## src/rtl/fetch_queue.sv

```systemverilog
// fetch_queue: sequential instruction fetch front end. Issues word fetches
// over a request/grant interface and buffers in-order responses with their PCs.
// It presents them to decode over valid/ready. A redirect flushes the queue
// and marks every in-flight response as stale, so that response is dropped.
module fetch_queue #(
    parameter int          DEPTH    = 4,
    parameter logic [31:0] RESET_PC = 32'h0000_0000
) (
    input  logic        CLK,
    input  logic        RST_N,
    input  logic        redirect,
    input  logic [31:0] redirect_pc,
    output logic        mem_req,
    output logic [31:0] mem_addr,
    input  logic        mem_gnt,
    input  logic        mem_rvalid,
    input  logic [31:0] mem_rdata,
    output logic        inst_valid,
    input  logic        inst_ready,
    output logic [31:0] inst,
    output logic [31:0] inst_pc
);

    localparam int          AW       = $clog2(DEPTH);
    localparam int          CW       = AW + 1;
    localparam logic [31:0] START_PC = RESET_PC & ~32'h3;
    localparam logic [CW+1:0] LIMIT  = (CW+2)'(DEPTH);

    // Queue storage (data only, never reset)
    logic [31:0]   q_word [DEPTH];
    logic [31:0]   q_pc   [DEPTH];

    // Control state
    logic [AW-1:0] head, tail;
    logic [CW-1:0] count, outstanding, discard;
    logic [31:0]   fetch_pc, resp_pc;

    logic [CW+1:0] occupancy;
    logic          credit, grant, rsp_drop, rsp_keep, pop;
    logic [31:0]   target_pc;

    // Every granted request reserves a slot until its response is either
    // queued (then freed by a pop) or dropped as stale. The queue therefore
    // cannot overflow, and mem_req cannot fall without a grant.
    assign occupancy = (CW+2)'(count) + (CW+2)'(outstanding) + (CW+2)'(discard);
    assign credit    = occupancy < LIMIT;
    assign target_pc = redirect_pc & ~32'h3;

    assign mem_req  = RST_N & credit & ~redirect;
    assign mem_addr = fetch_pc;
    assign grant    = mem_req & mem_gnt;

    // A response with nothing outstanding is a protocol error and is ignored.
    assign rsp_drop = mem_rvalid & (discard != '0);
    assign rsp_keep = mem_rvalid & (discard == '0) & (outstanding != '0);

    assign inst_valid = RST_N & (count != '0);
    assign inst       = inst_valid ? q_word[head] : 32'h0;
    assign inst_pc    = !RST_N ? START_PC : (inst_valid ? q_pc[head] : resp_pc);
    assign pop        = inst_valid & inst_ready;

    // Fetch/response PCs, queue pointers and credit counters
    always_ff @(posedge CLK) begin
        if (!RST_N) begin
            fetch_pc    <= START_PC;
            resp_pc     <= START_PC;
            head        <= '0;
            tail        <= '0;
            count       <= '0;
            outstanding <= '0;
            discard     <= '0;
        end else if (redirect) begin
            // Anything still in flight after this edge becomes stale. A response
            // that arrives in this cycle is consumed here and dropped.
            fetch_pc    <= target_pc;
            resp_pc     <= target_pc;
            head        <= '0;
            tail        <= '0;
            count       <= '0;
            outstanding <= '0;
            discard     <= discard + outstanding - CW'(rsp_drop) - CW'(rsp_keep);
        end else begin
            if (grant) begin
                fetch_pc <= fetch_pc + 32'd4;
            end
            if (rsp_keep) begin
                resp_pc <= resp_pc + 32'd4;
                tail    <= tail + 1'b1;
            end
            if (pop) begin
                head <= head + 1'b1;
            end
            outstanding <= outstanding + CW'(grant) - CW'(rsp_keep);
            discard     <= discard - CW'(rsp_drop);
            count       <= count + CW'(rsp_keep) - CW'(pop);
        end
    end

    // Capture accepted response words together with the PC they belong to
    always_ff @(posedge CLK) begin
        if (rsp_keep && !redirect) begin
            q_word[tail] <= mem_rdata;
            q_pc[tail]   <= resp_pc;
        end
    end

endmodule

```

## config.mk

```make
export PLATFORM = sky130hd
export DESIGN_NAME = fetch_queue
export DESIGN_NICKNAME = d
export VERILOG_FILES = /design/src/rtl/fetch_queue.sv
export SDC_FILE = /design/constraint.sdc
export NUM_CORES = 1
export LEC_CHECK = 0
export CAP_MARGIN = 15
export CORE_MARGIN = 2
export CORE_UTILIZATION = 55
export DETAILED_ROUTE_END_ITERATION = 10
export PLACE_DENSITY_LB_ADDON = 0.05
export SETUP_SLACK_MARGIN = 0.4
export SKIP_CTS_REPAIR_TIMING = 1
export SLEW_MARGIN = 0
export SYNTH_ARGS = -nofsm -noshare
export SYNTH_HDL_FRONTEND = slang
export SYNTH_SLANG_ARGS = --single-unit
```

## constraint.sdc

```tcl
create_clock -name CLK -period 7.8 [get_ports CLK]
set_input_delay 1.56 -clock CLK [delete_from_list [all_inputs] [get_ports CLK]]
set_output_delay 1.56 -clock CLK [all_outputs]
set_load 0.005 [all_outputs]
```

==> results.toml <==
[route]
dr_total_vias = 8920
initialDrtViolationCount = 641
drc = 0
dr.pass1.iters = 5
drtAntennaViolNets = 0
routedWlPerCell_um = 20.91
vias_per_cell = 5.892
routed_wl_mm = 31.66

[power]
p_leak_nw = 5.552
p_int_mw = 2.892
ir_worst_vdd_mv = 0.2255
seqPwrFrac = 0.522
total_power_mw = 3.698
power_density_nw_per_um2 = 217.8
netSwitchingFraction = 0.2178
switchingPower_mw = 0.8053
p_clk_frac = 0.413
pwr-share-comb = 0.065

[timing]
min_period_over_period = 0.6268
fin_crit_ns = 4.889
slew_headroom = 0.3063
grt_setup_unrepaired = "false"
setup_tns_ns = 0
max_freq_mhz = 204.5
maxSlewViolCount = 0
tightest_slew_ns = 1.041
hold_viol_final = 0
skew_ns = 0.02147
setup_violations = 0
holdWs_ns = 0.4810
fin_ws_ns = 2.911

[synthesis]
postSynthCellCount = 1006
yosysSeqAreaShare = 0.6379
avgSynthCellArea_um2 = 13.94
synth_seq_cells = 323
synth_edf_count = 248
synthArstFlopShare = 0
synthFlopType = "edfxtp_1"
synth.cell_area_um2 = 14030
yosys_warnings = 0
synth_cell_types = 65

[worst_setup_path]
crit-reg2reg-launch = "outstanding[1]$_SDFF_PP0_"
cp_max_fo = 44
critPathLaunch = "RST_N"
path_common_cell = "buf_4"
startpoint_type = "input port"
worst-setup-path-type = "in2out"
arrival_ns = 3.33
cp_data_required_time_ns = 6.24
cpPeakStageDelay_ns = 0.51
path_cells = "buf_2 > buf_4 > buf_4 > and3_1 > clkdlybuf4s50_1"
end_kind = "output port"
critPathBufInv = 4
critPathSlowestCell = "clkdlybuf4s50_1"
cpLargestDelayFamily = "buffers and inverters"

[placement]
place_hpwl_mm = 19.37
io_buffers = 161
gp_congestion = 0.8603
pre_cts_slack_ns = 2.521

[clock_network]
cts_max_level = 2
clockRootBuffer = "clkbuf_16"
worstSkewPairLatency_ns = 0.52
cts_tree = "built"
cts_buffers = 34
cts_max_path_buffers = 3
clkSinkCount = 323
clkTransAtPathRegs_ns = 0.06

[hold_path]
timing.hold.worst.class = "reg2reg"
min_from = "mem_addr[31]$_SDFFE_PN0P_"

[global_route]
grt_pass1_vias = 8639
grt_max_degree = 75
antenna_found_initial = 0
grt_pass1_wl_mm = 48.65
grtUsageTotal = 0.2385
grt-ovfl-total = 0

[layout]
multi_input_area_um2 = 4737
register_area_um2 = 8954
nets = 1251
fillers = 1844
mostFrequentLayoutCells = "edfxtp_1 (248), clkdlybuf4s50_1 (160), nand2_1 (113)"
areaGrowthSynthToFinish_pct = 21.01
drive_above_1_share = 0.1251
mostFrequentLayoutCell = "edfxtp_1"

[outcome]
status = "finished clean"

[die]
die_x_um = 163.7
die_h_um = 163.7
dieArea_um2 = 26800
rows = 58
core_um2 = 25110
start_util = 0.5587
io_pins = 168

[flow_run]
drv_cap = 0
-- worst min-delay path, cell delays in order (launching register included) --
cell	delay [ns]
dfxtp_1	0.32
nand2_1	0.05
o21ai_0	0.06
-- routing by layer --
layer / GRT usage / wire length (um) / vias to the layer above
met5: 0 / 0 / -
met4: 0.06061 / 555 / 0
met3: 0.03182 / 1484 / 43
met2: 0.3862 / 15420 / 253
met1: 0.3469 / 14200 / 4446
li1: - / - / 4178
-- area by class of cell --
class                      instances  area share
clock buffer                      54     0.05690
antenna                            1   0.0001474
multi-input combinational        597      0.2790
timing repair buffer             177      0.1017
tap                              330     0.02432
inverter                          24    0.005307
sequential                       323      0.5274
clock inverter                     8    0.005159
-- registers in the layout, summed over array words and instances, names as in the netlist, named ones only --
signal,count
count,3
head,2
discard,3
tail,2
outstanding,3
q_pc,120
mem_addr,30
resp_pc,30
q_word,128
-- cell families (layout without fill, tap and decap cells) --
logic type / count (synthesis) / count (layout) / share of synthesized area
compound gates: 172 / 172 / 0.07367
xor+xnor: 43 / 43 / 0.02685
fa+ha+maj: 24 / 24 / 0.02569
buf+inv: 89 / 263 / 0.02640
flops: 323 / 323 / 0.6379
mux: 64 / 64 / 0.1011
other cells: 1 / 5 / 0.0002673
simple gates: 290 / 290 / 0.1081
-- metrics by stage --
stage / cells / area [um2] / util
after floorplan: 1009 / 14040 / -
after global placement: 1451 / 15920 / 0.6340
after detailed placement: 1451 / 15920 / 0.6340
after CTS: 1513 / 16970 / 0.6760
after global routing: 1513 / 16970 / 0.6760
final: 1514 / 16980 / 0.6761
-- synth_stat cells, drive strengths merged, types with 6 or more instances --
| master | n | area, um2 |
|---|---|---|
| a21oi | 83 | 415.4 |
| a31oi | 6 | 37.54 |
| and3 | 47 | 294.0 |
| and4 | 6 | 52.55 |
| buf | 17 | 100.1 |
| clkbuf | 48 | 180.2 |
| dfxtp | 75 | 1501 |
| edfxtp | 248 | 7447 |
| fa | 8 | 160.2 |
| ha | 16 | 200.2 |
| inv | 24 | 90.09 |
| mux4 | 62 | 1396 |
| nand2 | 113 | 424.2 |
| nand3 | 21 | 115.1 |
| nand4 | 21 | 131.4 |
| nor2 | 19 | 78.82 |
| nor3 | 19 | 95.09 |
| nor4 | 12 | 81.33 |
| o21ai | 35 | 175.2 |
| o22ai | 8 | 50.05 |
| o31a | 9 | 78.83 |
| or4 | 6 | 52.55 |
| xnor2 | 24 | 210.2 |
| xor2 | 19 | 166.4 |
-- final timing paths --
kind,endpoint,slack [ns],cells after the start
worst max-delay path,inst[30],2.91,5
worst min-delay path,mem_addr[31]$_SDFFE_PN0P_,0.48,2
worst max register to register,outstanding[2]$_SDFF_PP0_,3.28,15
worst min register to register,mem_addr[31]$_SDFFE_PN0P_,0.48,2
-- power groups by stage --
stage | Clock (mW) | Combinational [mW] | Sequential, mW
floorplan | 0 | 0.122 | 1.95
global placement | 0 | 0.235 | 1.96
detailed placement | 0 | 0.239 | 1.96
CTS | 1.55 | 0.242 | 1.93
global route | 1.62 | 0.266 | 1.93
finish | 1.53 | 0.241 | 1.93
(Power assumes the default switching activity.)
